==> config.mk <==
export PLATFORM = sky130hd
export DESIGN_NAME = aes_result_display
export DESIGN_NICKNAME = d
export VERILOG_FILES = /design/src/rtl/aes_result_display.sv
export SDC_FILE = /design/constraint.sdc
export NUM_CORES = 1
export LEC_CHECK = 0
export BUFFER_PORTS_ARGS = -buffer_cell sky130_fd_sc_hd__buf_2
export CAP_MARGIN = 40
export CORE_ASPECT_RATIO = 2
export CORE_UTILIZATION = 53
export CTS_BUF_LIST = sky130_fd_sc_hd__clkbuf_4 sky130_fd_sc_hd__clkbuf_8 sky130_fd_sc_hd__clkbuf_16
export CTS_CLUSTER_SIZE = 10
export DETAILED_ROUTE_END_ITERATION = 10
export PLACE_DENSITY = 0.76
export SLEW_MARGIN = 20
export SYNTH_ARGS = -nofsm -noshare
export SYNTH_HDL_FRONTEND = slang
export SYNTH_SLANG_ARGS = --single-unit
export TNS_END_PERCENT = 20
==> constraint.sdc <==
create_clock -name clk_clk -period 4.2 [get_ports clk_clk]
set_input_delay 0.63 -clock clk_clk [delete_from_list [all_inputs] [get_ports clk_clk]]
set_output_delay 0.63 -clock clk_clk [all_outputs]
set_load 0.03 [all_outputs]
==> src/rtl/aes_result_display.sv <==
// aes_result_display: registers the AES export word, decodes it onto eight
// active-low seven-segment digits, counts displayed updates on ledg, and
// offers debounced freeze / count-clear push-buttons.
module aes_result_display #(
  parameter int unsigned DEBOUNCE_CYCLES = 500000,
  parameter bit          BLANK_LEADING   = 1'b1
) (
  input  logic        clk_clk,
  input  logic        reset_reset,
  input  logic [31:0] data_in,
  input  logic [1:0]  key_n,
  output logic [6:0]  hex0,
  output logic [6:0]  hex1,
  output logic [6:0]  hex2,
  output logic [6:0]  hex3,
  output logic [6:0]  hex4,
  output logic [6:0]  hex5,
  output logic [6:0]  hex6,
  output logic [6:0]  hex7,
  output logic [7:0]  ledg,
  output logic        frozen
);

  localparam int unsigned CW = (DEBOUNCE_CYCLES > 2) ? $clog2(DEBOUNCE_CYCLES) : 1;
  localparam logic [CW-1:0] CNT_MAX = CW'(DEBOUNCE_CYCLES - 1);

  localparam logic [6:0] SEG_ZERO  = 7'h40;
  localparam logic [6:0] SEG_BLANK = 7'h7F;

  logic [1:0]    key_sync1;
  logic [1:0]    key_sync2;
  logic [1:0]    key_lvl;
  logic [1:0]    press;
  logic [CW-1:0] db_cnt [2];

  logic [31:0]   disp_reg;
  logic          change;
  logic [6:0]    hex_q    [8];
  logic [6:0]    hex_next [8];

  function automatic logic [6:0] seg_decode(input logic [3:0] nib);
    logic [6:0] s;
    case (nib)
      4'h0:    s = 7'h40;
      4'h1:    s = 7'h79;
      4'h2:    s = 7'h24;
      4'h3:    s = 7'h30;
      4'h4:    s = 7'h19;
      4'h5:    s = 7'h12;
      4'h6:    s = 7'h02;
      4'h7:    s = 7'h78;
      4'h8:    s = 7'h00;
      4'h9:    s = 7'h10;
      4'hA:    s = 7'h08;
      4'hB:    s = 7'h03;
      4'hC:    s = 7'h46;
      4'hD:    s = 7'h21;
      4'hE:    s = 7'h06;
      default: s = 7'h0E;
    endcase
    return s;
  endfunction

  // Two-flop synchronizer for the raw buttons; idles at released (1).
  always_ff @(posedge clk_clk or posedge reset_reset) begin
    if (reset_reset) begin
      key_sync1 <= '1;
      key_sync2 <= '1;
    end else begin
      key_sync1 <= key_n;
      key_sync2 <= key_sync1;
    end
  end

  // Debounce: the counter runs while the synchronized level disagrees with
  // the accepted level and restarts on any agreement, so only a level held
  // for DEBOUNCE_CYCLES consecutive cycles is accepted. A press pulse is
  // emitted only on acceptance of a 1->0 transition.
  always_ff @(posedge clk_clk or posedge reset_reset) begin
    if (reset_reset) begin
      key_lvl <= '1;
      press   <= '0;
      for (int unsigned i = 0; i < 2; i++) db_cnt[i] <= '0;
    end else begin
      press <= '0;
      for (int unsigned i = 0; i < 2; i++) begin
        if (key_sync2[i] != key_lvl[i]) begin
          if (db_cnt[i] == CNT_MAX) begin
            key_lvl[i] <= key_sync2[i];
            db_cnt[i]  <= '0;
            press[i]   <= ~key_sync2[i];
          end else begin
            db_cnt[i] <= db_cnt[i] + 1'b1;
          end
        end else begin
          db_cnt[i] <= '0;
        end
      end
    end
  end

  // A displayed update is a new word arriving while not frozen.
  always_comb begin
    change = (data_in != disp_reg) && !frozen;
  end

  // Capture register, freeze toggle and update counter (clear wins).
  always_ff @(posedge clk_clk or posedge reset_reset) begin
    if (reset_reset) begin
      disp_reg <= '0;
      frozen   <= 1'b0;
      ledg     <= '0;
    end else begin
      if (!frozen) disp_reg <= data_in;
      if (press[0]) frozen <= ~frozen;
      if (press[1])    ledg <= '0;
      else if (change) ledg <= ledg + 8'd1;
    end
  end

  // Decode each nibble, blanking digits above the top nonzero nibble.
  always_comb begin
    logic       seen;
    logic [3:0] nib;
    int unsigned k;
    seen = 1'b0;
    nib  = '0;
    k    = 0;
    for (int unsigned j = 0; j < 8; j++) hex_next[j] = SEG_BLANK;
    for (int unsigned j = 0; j < 8; j++) begin
      k    = 7 - j;
      nib  = disp_reg[4*k +: 4];
      seen = seen | (nib != 4'h0);
      if (BLANK_LEADING && (k != 0) && !seen) hex_next[k] = SEG_BLANK;
      else                                    hex_next[k] = seg_decode(nib);
    end
  end

  // Registered segment outputs; reset image matches a displayed zero.
  always_ff @(posedge clk_clk or posedge reset_reset) begin
    if (reset_reset) begin
      hex_q[0] <= SEG_ZERO;
      for (int unsigned i = 1; i < 8; i++) hex_q[i] <= BLANK_LEADING ? SEG_BLANK : SEG_ZERO;
    end else begin
      for (int unsigned i = 0; i < 8; i++) hex_q[i] <= hex_next[i];
    end
  end

  assign hex0 = hex_q[0];
  assign hex1 = hex_q[1];
  assign hex2 = hex_q[2];
  assign hex3 = hex_q[3];
  assign hex4 = hex_q[4];
  assign hex5 = hex_q[5];
  assign hex6 = hex_q[6];
  assign hex7 = hex_q[7];

endmodule
# --- Word level (Yosys, flattened, before mapping) ---
# Memory sizes are Yosys's and may differ from the RTL's. A register that Yosys moved wholly into a read port is not among the register bits.
# Cells that the tools add are included.
# Widths: inputs -> output; s select.
word_totals:
  romBits: 896
  mem_bits_rw: 0
  word_cells: 71
  in_bits: 36
  memories: 8
  regBits: 136
  latch_bits: 0
mem_list:
  columns: ["name", "words", "word_bits", "rd", "rd_ports_with_merged_regs", "write_ports", "line", "source"]
  rows:
  - ["(no name shown)", 16, 7, 1, 0, 0, "43", "case (nib)"]
  - ["(no name shown)", 16, 7, 1, 0, 0, "43", null]
  - ["(no name shown)", 16, 7, 1, 0, 0, "43", null]
  - ["(no name shown)", 16, 7, 1, 0, 0, "43", null]
  - ["(no name shown)", 16, 7, 1, 0, 0, "43", null]
  - ["(no name shown)", 16, 7, 1, 0, 0, "43", null]
  - ["2 more memories", null, null, null, null, null, null, null]
op_classes:
  div_mod_pow: 0
  reduce_logical: 12
  n_eq_ne: 5
  n_lt_le_gt_ge: 0
  n_addsub: 3
  mux: 17
  n_shift: 0
  multipliers: 0
  bitwise_logic: 9
ops:
  columns: ["op", "count"]
  rows:
  - ["$mux 19", 4]
  - ["$mux 7", 7]
  - ["$add 19x1->19 const B", 2]
  - ["$eq 19x19->1 const B", 2]
  - ["$ne 32x32->1", 1]
  - ["$reduce_bool 4->1", 7]
  - ["$mux 8", 2]
  - ["$add 8x1->8 const B", 1]
  - ["$or 1x1->1", 6]
  - ["$mux 1", 4]
  - ["$reduce_and 2->1", 2]
  - ["$not 1->1", 3]
  - ["$ne 1x1->1", 2]
  - ["$reduce_bool 2->1", 1]
  - ["$logic_and 1x1->1", 1]
  - ["$logic_not 1->1", 1]

# --- Logic depth before layout (Yosys ltp) ---
# Gate-level depths: netlist of run 1.
logic_depth:
  word_depth: 8
  ltp_mapped: 9
  ltp_nobuf: 7

# --- Worst setup path after synthesis of run 1 ---
# Ideal clock, no wire load.
synth_timing:
  path_type: "register to register"
  from: "reg disp_reg[28]"
  to: "reg hex_q, in the netlist hex1[1]"
  t_required_ns: 4.117
  setup_time_ns: 0.083
  path_stages_with_launch: 10
  slack_ns: 2.124
  period_less_slack_ns: 2.076
  t_arrival_ns: 1.993
  n_path_buf: 2
  cell_sequence: "dfrtp_1 > inv_1 > ha_1 > buf_6 > nor4bb_4 > and4b_1 > buf_6 > and3_4 > and2_1 > a221o_1"
synth_rtl:
  columns: ["element", "line", "source"]
  rows:
  - ["start, declared", "36", "logic [31:0] disp_reg;"]
  - ["start signal, assigned", "114", "if (!frozen) disp_reg <= data_in;"]
  - ["end, declared", "38", "logic [6:0] hex_q [8];"]

==> results of run 1 <==
## path summary, 6_finish.rpt
path / slack (ns) / endpoint / cells past startpoint / startpoint
worst max-delay path: 1.63 / hex1[6] / 7 / disp_reg[28]
worst min-delay path: 0.22 / hex0[1] / 2 / reset_reset
worst max register to register: 1.63 / hex1[6] / 7 / disp_reg[28]
worst min register to register: 0.36 / key_sync2[1] / 0 / key_sync1[1]
max in group asynchronous: 3.16 / frozen / 3 / reset_reset
min in group clk_clk: 0.29 / key_sync1[0] / 1 / key_n[0]
## power by group through the flow
stage                     logic (mW)  registers [mW]  clock network [mW]
final                          0.418            1.55                1.42
after global routing           0.455            1.56                1.51
after CTS                      0.422            1.55                1.45
after detailed placement       0.420            1.58                   0
after global placement         0.416            1.57                   0
after floorplan                0.235            1.64                   0
## metal layers
layer	share of wire (%)	track usage, %
met1	38	25.15
met2	54	39.94
met3	3.2	4.535
met4	4.3	12.57
met5	0	0
## stage by stage
step | area, um2 | util [%] | hold WS [ns] | power [mW]
final | 9034 | 62.61 | 0.2204 | 3.396
after detailed placement | 8471 | 58.71 | 0.3603 | 1.995
after floorplan | 7901 | - | 0.3452 | 1.875
after global routing | 9034 | 62.61 | 0.2422 | 3.527
after global placement | 8451 | 58.57 | 0.3472 | 1.991
after CTS | 9034 | 62.61 | 0.2235 | 3.422
## area by class of cell
type,count,area (um2)
Fill cell,1217,5395
Multi-Input combinational cell,542,3939
Sequential cell,143,3650
Timing Repair Buffer,103,548.0
Clock buffer,19,446.7
Tap cell,192,240.2
Clock inverter,13,116.4
Inverter,24,93.84
## synthesized netlist by cell type (3+ instances only)
master    instances  area [um2]
nor3_1           11       55.05
and2_1            4       25.02
inv_1            24       90.09
nand3b_1          3       22.52
o221ai_1          3       26.28
nor3b_1           3       22.52
nand2_1          62       232.7
clkbuf_1         18       67.56
nor2_1           71       266.5
nand3_1          17       85.08
nand2b_1         14       87.58
a22oi_1           4       30.03
and3_1            8       50.05
a21o_1            5       37.54
nor2b_1          14       87.58
buf_1             4       15.01
mux2_2           40       450.4
dfrtp_1          87        2177
a221o_1           3       30.03
xnor2_1          44       385.4
dfstp_2          56        1471
xor2_1           24       210.2
buf_2             8       40.04
a211oi_1          5       37.54
o211ai_1          9       67.56
nand4_1          19       118.9
a21boi_0          3       22.52
o21ai_0          34       170.2
mux2_1            7       78.83
ha_1             46       575.6
buf_6             8       90.09
a21oi_1          27       135.1
mux2i_1          13       130.1
## logic make-up (layout without fill, tap and decap cells)
logic type | count (synthesis) | after routing | share of synthesized area (%)
AND/OR/NAND/NOR | 256 | 256 | 17.35
flip-flops | 143 | 143 | 46.20
AO/OA/AOI/OAI | 110 | 110 | 8.856
XOR/XNOR | 69 | 69 | 7.747
buffers and inverters | 63 | 159 | 3.929
multiplexers | 61 | 61 | 8.634
adder cells (fa/ha/maj) | 46 | 46 | 7.288
==> metrics.csv, run 1 <==
metric,value,unit
Startpoint Class,register,
Top Ports,101,
sequential-to-total area share from yosys stat,46.20,%
Worst Skew,0.01012,ns
CP Max Fanout,9,
hold crit path type,in -> async,
number of synthesis warnings,0,
initial antenna violation count,0,
die area,15420,um2
max incr delay on CP,0.46,ns
clock buffer count from CTS,17,
clk_lat worst skew,0.43,ns
H-tree depth,4,
status,"finished, final reports clean",
clock sinks,143,
Worst-path clk slew,0.06,ns
initial core utilization,54.73,%
Leak,4.009,nW
worst path cell trace,"inv_1, ha_1, nor4bb_4, and4b_1, and3_4, nand2_2, a311oi_2",
Comb power frac,12.3,%
Ant. Diodes,0,
Post-CTS Resized,0,
max-slew violation count,0,
Fmax,0.3897,GHz
"Largest delay share family, worst path",simple AND/OR/NAND/NOR gates,
Routed WL,16300,um
area grow syn2layout,14.39,%
"most common cell after layout, fill and taps aside",buf_2,
critical path's slowest cell,dfrtp_1,
Sequential Power Share,45.7,%
DR iter-0 viols,291,
GPL Wtd Cong,0.8619,
Post-CTS Setup Inserts,0,
WL/cell,15.73,um
"EDFF count, synth",0,
Syn Area/Cell,10.56,um2
Place WS,1.685,ns
worst path required time,4.54,ns
MaxCap Viol Count,0,
Final WS setup,1.634,ns
ys async rst share,100.0,%
fin crit share,61.09,%
post-synthesis cell area,7898,um2
DRC Markers,0,
worst rel slew slack,57.25,%
"Primary FF master, synth",dfrtp_1,
vias in the first global route,5544,
most frequent cells in the layout,"100 x buf_2, 86 x dfrtp_1, 71 x nor2_1, 62 x nand2_1, 56 x dfstp_2",
Crit Path Class,reg -> reg,
clock period minus worst slack,2.566,ns
gr ovfl total,0,
Post-layout nets,913,
syn nets,830,
dpl cells,1004,
worst path bufs/invs,1,
max FFs per register,38,
Vias,5575,
Final Hold Viols,0,
Antenna Nets Post-Route,0,
share of cells above drive strength 1,29.98,%
largest net degree at the start of global routing,92,
final setup fails,0,
clock buffer depth,2,
DRT Pass-1 Iters,4,
TritonCTS clock tree,yes,
"Arr. time, crit path",2.90,ns
worst-margin pin slew,0.6413,ns
Sw Pwr,927.7,uW
Die Ht,174.6,um
first-pass GRT wire length,26670,um
#FFs+latches synth,143,
post-route setup TNS,0,ns
Mapped Cells,748,
P_int,2.468,mW
DP HPWL,11930,um
Net Sw Frac,27.32,%
clock power share,41.9,%
die width,88.32,um
area of the core,14430,um2
power density over cell area,375.9,nW/um2
Post-CTS Hold Fix Bufs,0,
Core Rows,62,
CTS root buffer,clkbuf_16,
PortBufs,100,
vias per cell,5.381,
"Distinct cells, synth",69,
non-filler instance count after layout,1036,
crit end category,register,
Max IR drop VDD,0.2902,mV
Tot GR Track Use,22.85,%
unrepaired setup endpoints after global routing,no,
(Power assumes the default switching activity.)
==> run 2, diff against run 1 <==
Clock period 4.2 ns to 2.3 ns, I/O delays scaled along.
==> run 2 against run 1 <==
Net effect: final cell count increased by 2.6%; clock-buffer cell count is 3 higher; maximum frequency rose by 24%; non-clock buffer count up 27; global-route usage up 0.97 points; critical path type unchanged; hold slack worse by 0.20 ns; design area up 2.4%; first-iteration DRC count down 18%; setup slack lost 1.4 ns; sequential power increased by 80%.
==> metrics.csv, run 2 (synthesis results as in run 1) <==
metric,value,unit,change
area of the multi-input gates,3939,um2,unchanged
Crit Path Class,reg -> reg,,
most frequent cells in the layout,"100 x buf_2, 86 x dfrtp_1, 71 x nor2_1, 62 x nand2_1, 56 x dfstp_2",,
crit end category,register,,
CP Max Fanout,7,,-2
initial antenna violation count,0,,unchanged
max-slew violation count,0,,unchanged
status,"finished, final reports clean",,
max FFs per register,38,,unchanged
CTS root buffer,clkbuf_16,,
MaxCap Viol Count,0,,unchanged
area of the core,14430,um2,unchanged
vias per cell,5.385,,about the same
Max IR drop VDD,0.5237,mV,+80%
clock buffer depth,2,,unchanged
worst-margin pin slew,0.6208,ns,-0.02050 ns
TritonCTS clock tree,yes,,
H-tree depth,4,,unchanged
worst path cell trace,"inv_1, ha_1, nor4bb_4, and4b_1, buf_4, nand4_4, a221o_1, nand2_1",,
fin crit share,89.98,%,+29 points
Top Ports,101,,unchanged
worst path required time,2.66,ns,-1.88 ns
Core Rows,62,,unchanged
worst rel slew slack,58.09,%,+0.84 points
GPL Wtd Cong,0.8610,,-0.10%
Worst-path clk slew,0.06,ns,about the same
gr ovfl total,0,,unchanged
PortBufs,100,,unchanged
clock sinks,143,,unchanged
Tot GR Track Use,23.82,%,+0.97 points
post-route setup TNS,0,ns,unchanged
area grow syn2layout,17.13,%,
clk_lat worst skew,0.42,ns,about the same
die area,15420,um2,unchanged
largest net degree at the start of global routing,56,,-39%
final setup fails,0,,unchanged
first-pass GRT wire length,27840,um,+4.4%
vias in the first global route,5829,,+5.1%
DP HPWL,12320,um,+3.3%
DR iter-0 viols,238,,-18%
WL/cell,15.75,um,about the same
Antenna Nets Post-Route,0,,unchanged
Worst Skew,0.007062,ns,-0.003060 ns
Vias,5724,,+2.7%
unrepaired setup endpoints after global routing,no,,
Leak,4.163,nW,+3.8%
max incr delay on CP,0.45,ns,about the same
Final Hold Viols,0,,unchanged
DRC Markers,0,,unchanged
Fmax,0.4832,GHz,+24%
clock period minus worst slack,2.070,ns,-0.4964 ns
Ant. Diodes,0,,unchanged
Die Ht,174.6,um,unchanged
power density over cell area,679.7,nW/um2,+81%
FF/Latch Area,3650,um2,unchanged
Post-layout nets,940,,+3.0%
initial core utilization,54.73,%,unchanged
clock buffer count from CTS,17,,unchanged
die width,88.32,um,unchanged
critical path's slowest cell,dfrtp_1,,
Post-CTS Setup Inserts,0,,unchanged
"most common cell after layout, fill and taps aside",buf_2,,
Startpoint Class,register,,
share of cells above drive strength 1,32.03,%,+2.1 points
DRT Pass-1 Iters,4,,unchanged
fillcell total,1169,,-3.9%
"Arr. time, crit path",2.43,ns,-0.47 ns
hold crit path type,in -> reg,,
Routed WL,16740,um,+2.7%
total power,6.287,mW,+85%
run 2: metrics by stage:
step / worst slack [ns] / instances / hold slack [ns] / instance area, um2 / utilization (%)
6_report: 0.2304 / 1063 / 0.01895 / 9250 / 64.11
5_1_grt: 0.09294 / 1063 / 0.007241 / 9250 / 64.11
4_1_cts: 0.2072 / 1063 / 0.008846 / 9250 / 64.11
3_5_place_dp: 0.2284 / 1030 / 0.3472 / 8666 / 60.06
3_3_place_gp: 0.2737 / 1030 / 0.3461 / 8666 / 60.06
2_1_floorplan: 0.2097 / 748 / 0.3452 / 7901 / -
run 2: worst paths after layout:
check,start,endpoint,slack [ns],depth (start not counted)
worst max-delay path,disp_reg[25],hex3[4],0.23,8
worst min-delay path,key_n[0],key_sync1[0],0.02,1
worst max register to register,disp_reg[25],hex3[4],0.23,8
worst min register to register,key_sync1[1],key_sync2[1],0.35,0
max in group asynchronous,reset_reset,hex3[1],1.15,4
min in group asynchronous,reset_reset,disp_reg[18],0.47,3
run 2: per-layer routing:
metal | track usage (%) | wire length (um)
met4 | 10.82 | 575
met2 | 43.49 | 9331
met1 | 25.26 | 6301
met3 | 5.007 | 530
met5 | 0 | 0
run 2: where the power goes:
part | total (mW) | switching (mW) | internal, mW
registers | 2.79 | 0.0823 | 2.70
clock network | 2.65 | 1.04 | 1.60
logic | 0.854 | 0.541 | 0.313
run 2: worst max-delay path: cells and delay by family, from the launching register on:
kind,cells,cell delay (ns)
AO/OA/AOI/OAI,1,0.34
adder cells (fa/ha/maj),1,0.21
buffers and inverters,2,0.30
flip-flops,1,0.45
AND/OR/NAND/NOR,4,0.71
run 2: timing repair:
action,4_1_cts,5_1_grt
gates resized for setup,0,0
hold buffers,1,0
endpoints found under the hold margin,3,0
run 2: layout make-up:
| cell class | instances | area share [%] |
|---|---|---|
| clock buffers | 22 | 5.275 |
| clock inverters | 10 | 0.9333 |
| flip-flops and latches | 143 | 39.46 |
| well taps | 192 | 2.597 |
| inverters | 24 | 1.014 |
| multi-input cells | 542 | 42.58 |
| repair buffers | 130 | 8.143 |
==> run 3, diff against run 2 <==
Settings changed: CORE_MARGIN from default to 2.
==> run 3 against run 2 <==
Net effect: clock power increased by 11%; power increased by 4.9%; via count increased by 1.0%; critical endpoint is now ledg[4]; die area increased by 3.4%; global-route usage decreased by 1.8 points; clock skew increased by 0.0035 ns; flip-flop and latch count unchanged; critical path depth decreased by 2; clock-buffer cell count decreased by 2; register-to-register slack got worse by 0.11 ns; design area increased by 0.97%; routed wire length increased by 0.71%.
==> metrics.csv, run 3 (synthesis results as in run 1) <==
metric,value,unit,change
status,"finished, final reports clean",,
Final WS setup,0.1188,ns,-0.1117 ns
power density over cell area,706.4,nW/um2,+3.9%
worst-margin pin slew,0.6666,ns,+0.04580 ns
gr ovfl total,0,,unchanged
largest net degree at the start of global routing,44,,-21%
crit end category,register,,
most frequent cells in the layout,"100 x buf_2, 85 x dfrtp_1, 71 x nor2_1, 62 x nand2_1, 56 x dfstp_2",,
critical path's slowest cell,nor4_4,,
clock buffer count from CTS,17,,unchanged
Top Ports,101,,unchanged
unrepaired setup endpoints after global routing,no,,
max-slew violation count,0,,unchanged
initial antenna violation count,0,,unchanged
clock period minus worst slack,2.181,ns,+0.1117 ns
Place WS,0.08745,ns,-0.1410 ns
fin crit share,94.84,%,+4.9 points
TritonCTS clock tree,yes,,
Crit Path Class,reg -> reg,,
WL/cell,15.81,um,+0.42%
vias per cell,5.423,,+0.71%
DRC Markers,0,,unchanged
DR iter-0 viols,261,,+9.7%
Vias,5781,,+1.0%
H-tree depth,4,,unchanged
area of the core,14660,um2,+1.6%
DP HPWL,11980,um,-2.8%
fillcell total,1199,,+2.6%
first-pass GRT wire length,28140,um,+1.1%
Post-CTS Setup Inserts,0,,unchanged
PortBufs,100,,unchanged
GPL Wtd Cong,0.8810,,+2.3%
Fmax,0.4585,GHz,-5.1%
"Largest delay share family, worst path",simple AND/OR/NAND/NOR gates,,
Worst-path clk slew,0.06,ns,about the same
"Arr. time, crit path",2.47,ns,+0.04 ns
Final Hold Viols,0,,unchanged
Core Rows,63,,+1.6%
Routed WL,16860,um,+0.71%
DRT Pass-1 Iters,5,,+1
max FFs per register,38,,unchanged
Leak,4.188,nW,+0.60%
clock buffer depth,2,,unchanged
Antenna Nets Post-Route,0,,unchanged
die area,15950,um2,+3.4%
worst rel slew slack,55.47,%,-2.6 points
Post-layout nets,940,,unchanged
worst path required time,2.59,ns,-0.07 ns
initial core utilization,53.87,%,-0.87 points
Ant. Diodes,0,,unchanged
Max IR drop VDD,0.4818,mV,-8.0%
final setup fails,0,,unchanged
Tot GR Track Use,22.01,%,-1.8 points
CTS root buffer,clkbuf_16,,
area grow syn2layout,18.27,%,
share of cells above drive strength 1,32.49,%,+0.46 points
worst path bufs/invs,1,,-1
worst path cell trace,"buf_4, xnor2_1, nand4_1, nor4_4, a211oi_1, mux2_1",,
hold crit path type,in -> async,,
MaxCap Viol Count,0,,unchanged
die width,90.32,um,+2.3%
CP Max Fanout,7,,unchanged
post-route setup TNS,0,ns,unchanged
"most common cell after layout, fill and taps aside",buf_2,,
clock sinks,143,,unchanged
Startpoint Class,register,,
Worst Skew,0.01053,ns,+0.003470 ns
Die Ht,176.6,um,+1.1%
clk_lat worst skew,0.42,ns,about the same
max incr delay on CP,0.52,ns,+0.07 ns
vias in the first global route,5773,,-0.96%
-- run 3: worst paths after layout --
path / to / slack (ns) / cells after the start / start
min in group clk_clk: key_sync1[1] / 0.03 / 1 / key_n[1]
max reg2reg: ledg[4] / 0.12 / 6 / disp_reg[28]
max in group asynchronous: hex7[0] / 1.59 / 3 / reset_reset
max: ledg[4] / 0.12 / 6 / disp_reg[28]
min: db_cnt[20] / 0.02 / 2 / reset_reset
min reg2reg: key_sync2[1] / 0.35 / 0 / key_sync1[1]
-- run 3: layer usage --
| layer | GRT usage [%] | wire (um) |
|---|---|---|
| met2 | 36.84 | 8470 |
| met4 | 7.500 | 311 |
| met5 | 0 | 0 |
| met1 | 28.47 | 7410 |
| met3 | 4.642 | 662 |
-- run 3: worst register-to-register path, delay by kind of cell (launching register included) --
family          cells  cell delay (ns)
compound gates      1             0.15
mux                 1             0.34
buf+inv             1             0.16
flops               1             0.37
simple gates        2             0.77
xor+xnor            1             0.26
-- run 3: repair_timing --
item | in CTS | in global routing
hold buffers | 0 | 0
setup endpoints to repair | 0 | 7
resized for setup | 0 | 4
-- run 3: layout make-up --
type | count | area, um2 | area share, %
multi-input combinational | 542 | 3951 | 42.30
clock inverter | 12 | 182.7 | 1.956
inverter | 24 | 93.84 | 1.005
clock buffer | 20 | 454.2 | 4.863
sequential | 143 | 3651 | 39.09
timing repair buffer | 130 | 763.2 | 8.171
tap | 195 | 244.0 | 2.612
-- run 3: power breakdown --
part	total (mW)	switching, mW	internal, mW
Sequential	2.77	0.0728	2.70
Combinational	0.875	0.555	0.320
Clock	2.95	1.07	1.88
-- run 3: metrics by stage --
step | total power, mW | instances | util, % | cell area, um2 | hold slack [ns]
global placement | 3.669 | 1034 | 59.27 | 8690 | 0.3488
global route | 6.866 | 1066 | 63.71 | 9340 | 0.005195
floorplan | 3.424 | 748 | - | 7901 | 0.3452
finish | 6.598 | 1066 | 63.71 | 9340 | 0.02460
CTS | 6.652 | 1066 | 63.61 | 9326 | 0.01292
detailed placement | 3.683 | 1034 | 59.27 | 8690 | 0.3482
